===== src/rtl/pwm_bank_pkg.sv =====
// Shared register map constants for the multi-channel PWM bank.
package pwm_bank_pkg;

    localparam logic [7:0] ID_ADDR      = 8'h00;
    localparam logic [7:0] EN_ADDR      = 8'h01;
    localparam logic [7:0] POL_ADDR     = 8'h02;
    localparam logic [7:0] LOAD_ADDR    = 8'h03;
    localparam logic [7:0] INT_STS_ADDR = 8'h04;
    localparam logic [7:0] INT_EN_ADDR  = 8'h05;
    localparam logic [7:0] SYNC_ADDR    = 8'h06;

    localparam logic [7:0] CHN_BASE   = 8'h10;
    localparam logic [7:0] CHN_STRIDE = 8'h10;

    localparam logic [3:0] FTW_OFS   = 4'd0;
    localparam logic [3:0] DUTY_OFS  = 4'd4;
    localparam logic [3:0] PHASE_OFS = 4'd8;

    localparam logic [7:0] ID_VAL = 8'hB7;

endpackage


===== src/rtl/pwm_chn.sv =====
// One PWM channel: shadow/active FTW and duty, pending load, phase accumulator, output register.
// PWM_PHASE_EN adds a per-channel PHASE register used as the accumulator start value.
module pwm_chn
    import pwm_bank_pkg::*;
#(
    parameter int ACC_W = 32
) (
    input  logic       clk,
    input  logic       rst,
    input  logic       en,
    input  logic       pol,
    input  logic       sync,
    input  logic       load_set,
    input  logic       wr,
    input  logic [3:0] ofs,
    input  logic [7:0] din,
    output logic [7:0] rd_byte,
    output logic       pending,
    output logic       load_done,
    output logic       pwm
);
    localparam int NB = ACC_W / 8;

    logic [ACC_W-1:0] ftw_sh, duty_sh, ftw_act, duty_act, acc, start;
    logic [ACC_W:0]   sum;
    logic             apply;

    // Carry out of the accumulator marks the period boundary; a disabled channel loads at once.
    assign sum       = {1'b0, acc} + {1'b0, ftw_act};
    assign apply     = pending & (~en | sum[ACC_W]);
    assign load_done = apply;

`ifdef PWM_PHASE_EN
    logic [ACC_W-1:0] phase;
    assign start = phase;

    always_ff @(posedge clk) begin
        if (rst) begin
            phase <= '0;
        end else if (wr) begin
            for (int i = 0; i < NB; i++)
                if (ofs == PHASE_OFS + 4'(i)) phase[8*i +: 8] <= din;
        end
    end
`else
    assign start = '0;
`endif

    always_ff @(posedge clk) begin
        if (rst) begin
            ftw_sh   <= '0;
            duty_sh  <= '0;
            ftw_act  <= '0;
            duty_act <= '0;
            acc      <= '0;
            pending  <= 1'b0;
            pwm      <= 1'b0;
        end else begin
            if (wr) begin
                for (int i = 0; i < NB; i++) begin
                    if (ofs == FTW_OFS + 4'(i))  ftw_sh[8*i +: 8]  <= din;
                    if (ofs == DUTY_OFS + 4'(i)) duty_sh[8*i +: 8] <= din;
                end
            end
            // Active registers take the pre-edge shadow, so a coincident shadow write waits.
            if (apply) begin
                ftw_act  <= ftw_sh;
                duty_act <= duty_sh;
            end
            pending <= load_set | (pending & ~apply);
            acc     <= (~en | sync) ? start : sum[ACC_W-1:0];
            pwm     <= en ? ((acc < duty_act) ^ pol) : pol;
        end
    end

    always_comb begin
        rd_byte = '0;
        for (int i = 0; i < NB; i++) begin
            if (ofs == FTW_OFS + 4'(i))  rd_byte = ftw_sh[8*i +: 8];
            if (ofs == DUTY_OFS + 4'(i)) rd_byte = duty_sh[8*i +: 8];
`ifdef PWM_PHASE_EN
            if (ofs == PHASE_OFS + 4'(i)) rd_byte = phase[8*i +: 8];
`endif
        end
    end

endmodule


===== src/rtl/pwm_bank.sv =====
// Multi-channel DDS-style PWM bank on the 8-bit local bus; bus decode, global registers, interrupt.
// Optional PWM_PHASE_EN gives each channel a phase start value for aligned outputs.
module pwm_bank
    import pwm_bank_pkg::*;
#(
    parameter int CHN_NUMS = 4,
    parameter int ACC_W    = 32
) (
    input  logic                clk,
    input  logic                rst,
    input  logic [7:0]          lbs_addr,
    input  logic [7:0]          lbs_din,
    output logic [7:0]          lbs_dout,
    input  logic                lbs_we,
    input  logic                lbs_re,
    input  logic                lbs_cs_n,
    output logic [CHN_NUMS-1:0] pwm_o,
    output logic                pwm_int
);
    localparam int N = CHN_NUMS;

    logic              wr, rd, sync;
    logic [N-1:0]      en, pol, int_en, int_sts;
    logic [N-1:0]      load_set, w1c, pending, load_done, chn_wr;
    logic [N-1:0][7:0] chn_rd;
    logic [7:0]        rdata;

    assign wr       = lbs_we & ~lbs_cs_n;
    assign rd       = lbs_re & ~lbs_cs_n;
    assign sync     = wr && (lbs_addr == SYNC_ADDR);
    assign load_set = (wr && lbs_addr == LOAD_ADDR) ? lbs_din[N-1:0] : '0;
    assign w1c      = (wr && lbs_addr == INT_STS_ADDR) ? lbs_din[N-1:0] : '0;

    for (genvar c = 0; c < N; c++) begin : g_chn
        assign chn_wr[c] = wr && ((lbs_addr & 8'hF0) == CHN_BASE + CHN_STRIDE * 8'(c));

        pwm_chn #(.ACC_W(ACC_W)) u_chn (
            .clk      (clk),
            .rst      (rst),
            .en       (en[c]),
            .pol      (pol[c]),
            .sync     (sync),
            .load_set (load_set[c]),
            .wr       (chn_wr[c]),
            .ofs      (lbs_addr[3:0]),
            .din      (lbs_din),
            .rd_byte  (chn_rd[c]),
            .pending  (pending[c]),
            .load_done(load_done[c]),
            .pwm      (pwm_o[c])
        );
    end

    always_ff @(posedge clk) begin
        if (rst) begin
            en       <= '0;
            pol      <= '0;
            int_en   <= '0;
            int_sts  <= '0;
            pwm_int  <= 1'b0;
            lbs_dout <= '0;
        end else begin
            if (wr) begin
                case (lbs_addr)
                    EN_ADDR:     en     <= lbs_din[N-1:0];
                    POL_ADDR:    pol    <= lbs_din[N-1:0];
                    INT_EN_ADDR: int_en <= lbs_din[N-1:0];
                    default: ;
                endcase
            end
            // Hardware set beats a same-cycle clear.
            int_sts <= (int_sts & ~w1c) | load_done;
            pwm_int <= |(int_sts & int_en);
            if (rd) lbs_dout <= rdata;
        end
    end

    always_comb begin
        rdata = '0;
        case (lbs_addr)
            ID_ADDR:      rdata = ID_VAL;
            EN_ADDR:      rdata[N-1:0] = en;
            POL_ADDR:     rdata[N-1:0] = pol;
            LOAD_ADDR:    rdata[N-1:0] = pending;
            INT_STS_ADDR: rdata[N-1:0] = int_sts;
            INT_EN_ADDR:  rdata[N-1:0] = int_en;
            default: begin
                for (int c = 0; c < N; c++)
                    if ((lbs_addr & 8'hF0) == CHN_BASE + CHN_STRIDE * 8'(c)) rdata = chn_rd[c];
            end
        endcase
    end

endmodule

===== config.mk =====
export PLATFORM = sky130hd
export DESIGN_NAME = pwm_bank
export DESIGN_NICKNAME = d
export VERILOG_FILES = /design/src/rtl/pwm_bank_pkg.sv /design/src/rtl/pwm_chn.sv /design/src/rtl/pwm_bank.sv
export SDC_FILE = /design/constraint.sdc
export NUM_CORES = 2
export LEC_CHECK = 0
export CAP_MARGIN = 10
export CORE_MARGIN = 1.5
export CORE_UTILIZATION = 53
export CTS_CLUSTER_DIAMETER = 40
export DETAILED_ROUTE_END_ITERATION = 10
export PLACE_DENSITY = 0.71
export SLEW_MARGIN = 30
export SYNTH_ARGS = -nofsm -noshare
export SYNTH_HDL_FRONTEND = slang
export SYNTH_HIERARCHICAL = 1
export SYNTH_SLANG_ARGS = --single-unit

===== constraint.sdc =====
create_clock -name clk -period 3.59 [get_ports clk]
set_clock_uncertainty 0.2 [all_clocks]
set_input_delay 0.718 -clock clk [delete_from_list [all_inputs] [get_ports clk]]
set_output_delay 0.718 -clock clk [all_outputs]
set_load 0.02 [all_outputs]

==> summary.txt <==
Clock network
  • TritonCTS buffer count: 116
  • H-tree depth: 3
  • Clock latency on the worst-skew pair: 680 ps
  • CTS root buffer: clkbuf_16
  • TritonCTS clock tree: built
  • Post CTS Setup Buffer Count: 0
  • Clock buffer depth: 3
  • Clock-pin slew on the worst setup and hold paths: 60 ps
  • Clock sink count: 673
  • Hold_buf cts: 0
  • Post-CTS resize count: 0

Setup path
  • Worst Setup End Kind: register
  • Critical path arrival: 3690 ps
  • Worst endpoint required time: 3940 ps
  • FF-to-FF path depth: 10
  • Startpoint Class: register
  • Crit path kind: reg2reg
  • CP Max Fanout: 64

Synth
  • Cells after Synth: 4440
  • EDFF count, synth: 0
  • Post-synthesis sequential area ratio: 34.9%
  • Top cell type's share of synthesized area: 34.9%
  • Synth async-reset ratio: 0%
  • Synth Flop Type: dfxtp_1
  • Top cells by area, synth: dfxtp_1 (35%), mux2i_1 (11%), ha_1 (8.2%)
  • Mean post-synth cell area: 8.70 sq um
  • Yosys reg bits: 673
  • Synth Cell Area: 38600 sq um
  • Dominant cell type by area after synthesis: dfxtp_1
  • Yosys warns: 6
  • Syn Nets: 4717
  • Synth cell types: 100

Timing
  • Slew margin rel.: 35.5%
  • Setup_tns: 0 ps
  • Worst Tran Pin Value: 963 ps
  • Fin crit share: 93.1%
  • # setup viols final: 0
  • Fmax: 299 MHz
  • Fin. Hold Viols: 0
  • Final min period: 3340 ps
  • Slew Limit Fails: 0
  • RSZ-0062 raised after global routing: false
  • WHS: 271 ps

Route
  • Routed Antenna Nets: 0
  • DRC viols: 0
  • First-pass DRT Iterations: 5
  • Initial DRC Count: 3086
  • DR vias/cell: 5.83
  • Post-detailed-routing wire length: 103 mm
  • Via count: 32200
  • Routed wire per std cell: 18.7 microns

Finish
  • Final #Nets: 4746
  • Layout cell share with drive strength beyond 1: 12.3%
  • # diodes: 0
  • Area Overhead vs Synth: 15.1%
  • Final core utilization: 61.9%

Floorplanning
  • Die height: 273 microns
  • Num rows: 98
  • Initial Utilization: 53.8%
  • DIE WIDTH: 273 microns
  • Die Area: 74500 sq um
  • Core Region: 71900 sq um
  • I/O Pins: 34

Placed design
  • Routability cong.: 0.887
  • Detailed placement HPWL: 72.9 mm
  • Port Buffers: 33

Power and ir drop
  • PD cells: 442 nW/um^2
  • Combinational share of power: 2.9%
  • Largest vdd supply drop: 0.515 mV
  • Sw Ratio: 23.5%
  • Clk pwr share: 59.1%
  • Internal Power: 15.0 mW
  • Leakage power: 18.1 nW
  • Net Sw Power: 4.62 mW
  • Sequential share of power: 38.1%

Run status
  • Status: completed

Global routing
  • Initial antenna violation count: 1
  • Gr usage total: 27.4%
  • Grt ovf: 0
  • First-pass GRT wire length: 166 mm
  • Largest net degree at the start of global routing: 152
  • Vias in the first global route: 30700

Hold path
  • Hold Path Depth: 2
  • HP Class: reg2reg

Job
  • Max cap viols: 0
-- logic make-up (layout without fill, tap and decap cells) --
group	after synthesis	after routing	share of synthesized area (%)
DFF	673	673	34.9
buffers and inverters	445	575	5.05
adders and majority gates	256	256	8.37
AOI/OAI and AO/OA	790	790	13.8
xor gates and xnor gates	81	81	1.84
muxes	456	456	12.0
and+or+nand+nor	1739	1739	24.0
-- critical path: stages (launching register included) --
cell	delay (ps)
dfxtp_1	320
ha_1	240
fa_1	450
a211oi_2	320
o211ai_2	160
a31oi_4	350
o21ai_4	190
a211o_2	400
buf_12	240
nand3_1	200
nand3_1	80
-- synth_stat cells, types with 21 or more instances --
library cell  instances
xor2_1               42
nor3_1               61
o211ai_1             25
clkbuf_1            202
o21ai_0             117
o21bai_1             21
nand4_1              43
inv_1               168
buf_2                25
dfxtp_1             673
and3_1               33
nor2b_1              29
nand2b_1            414
a21o_1               89
ha_1                252
mux2i_1             440
a31oi_1              25
nand2_1             349
o21a_1               25
a211oi_1             50
nor2_1              367
buf_6                21
o21ai_1              22
a21oi_1             242
nand3_2             100
xnor2_1              39
nand3_1             240
-- flip-flops by register name, summed over array words and instances (netlist names), 4 cells and up --
signal / count
en: 4
g_chn.u_chn/acc: 128
g_chn.u_chn/duty_act: 128
g_chn.u_chn/duty_sh: 128
g_chn.u_chn/ftw_act: 128
g_chn.u_chn/ftw_sh: 128
g_chn.u_chn/pending: 4
g_chn.u_chn/pwm: 4
int_en: 4
int_sts: 4
lbs_dout: 8
pol: 4
-- layer usage --
layer	vias to the layer above	share of wire, %	track usage, %
li1	15800	-	-
met1	15300	46	37.8
met2	955	46	44.3
met3	166	6.1	3.96
met4	0	2.4	7.82
met5	-	0	0
-- area by class of cell --
class	instances	area, sq um
tap	950	1190
timing repair buffer	187	1770
fill	6092	27400
clock inverter	95	1150
clock buffer	124	2980
sequential	673	13500
inverter	169	634
multi-input combinational	3322	23300
-- final timing paths --
| path | startpoint | to | slack [ps] |
|---|---|---|---|
| min reg2reg | g_chn[3].u_chn/duty_act[8] | g_chn[3].u_chn/duty_act[8] | 270 |
| min | g_chn[3].u_chn/duty_act[8] | g_chn[3].u_chn/duty_act[8] | 270 |
| max reg2reg | g_chn[0].u_chn/ftw_act[0] | g_chn[0].u_chn/duty_act[3] | 250 |
| max | g_chn[0].u_chn/ftw_act[0] | g_chn[0].u_chn/duty_act[3] | 250 |
-- layout by cell type (no fill, tap or decap), drive strengths merged, types with 12 or more instances in the layout --
cell type / Yosys / routed
dfxtp: 673 / 673
mux2i: 440 / 440
nand2b: 414 / 414
nor2: 368 / 368
nand2: 349 / 349
nand3: 340 / 340
ha: 252 / 252
a21oi: 250 / 250
inv: 169 / 198
buf: 74 / 167
o21ai: 140 / 140
clkbuf: 202 / 124
a21o: 89 / 89
nor3: 66 / 66
a211oi: 55 / 55
nand4: 43 / 43
xor2: 42 / 42
xnor2: 39 / 39
and3: 35 / 35
clkinv: 0 / 33
nor2b: 29 / 29
o211ai: 26 / 26
a31oi: 26 / 26
o21a: 25 / 25
o21bai: 21 / 21
clkdlybuf4s50: 0 / 20
and2: 18 / 18
bufinv: 0 / 17
nor4: 17 / 17
clkinvlp: 0 / 16
a211o: 13 / 13
nor3b: 13 / 13
a222oi: 12 / 12
-- through the flow --
stage	area (sq um)	std cells	setup WS, ps	power, mW
after floorplan	38600	4440	72.0	7.98
after global placement	40300	5299	-78.4	8.18
after detailed placement	40300	5300	-123	8.19
after CTS	44500	5519	165	19.8
after global routing	44500	5520	62.5	20.2
final	44500	5520	248	19.7
-- power groups by stage --
stage / registers [mW] / clock network, mW / logic (mW)
6_report: 7.48 / 11.6 / 0.561
5_1_grt: 7.48 / 12.1 / 0.587
4_1_cts: 7.48 / 11.7 / 0.547
3_5_place_dp: 7.64 / 0 / 0.546
3_3_place_gp: 7.64 / 0 / 0.543
2_1_floorplan: 7.64 / 0 / 0.335
No activity file was read; power rests on OpenSTA's default activity.
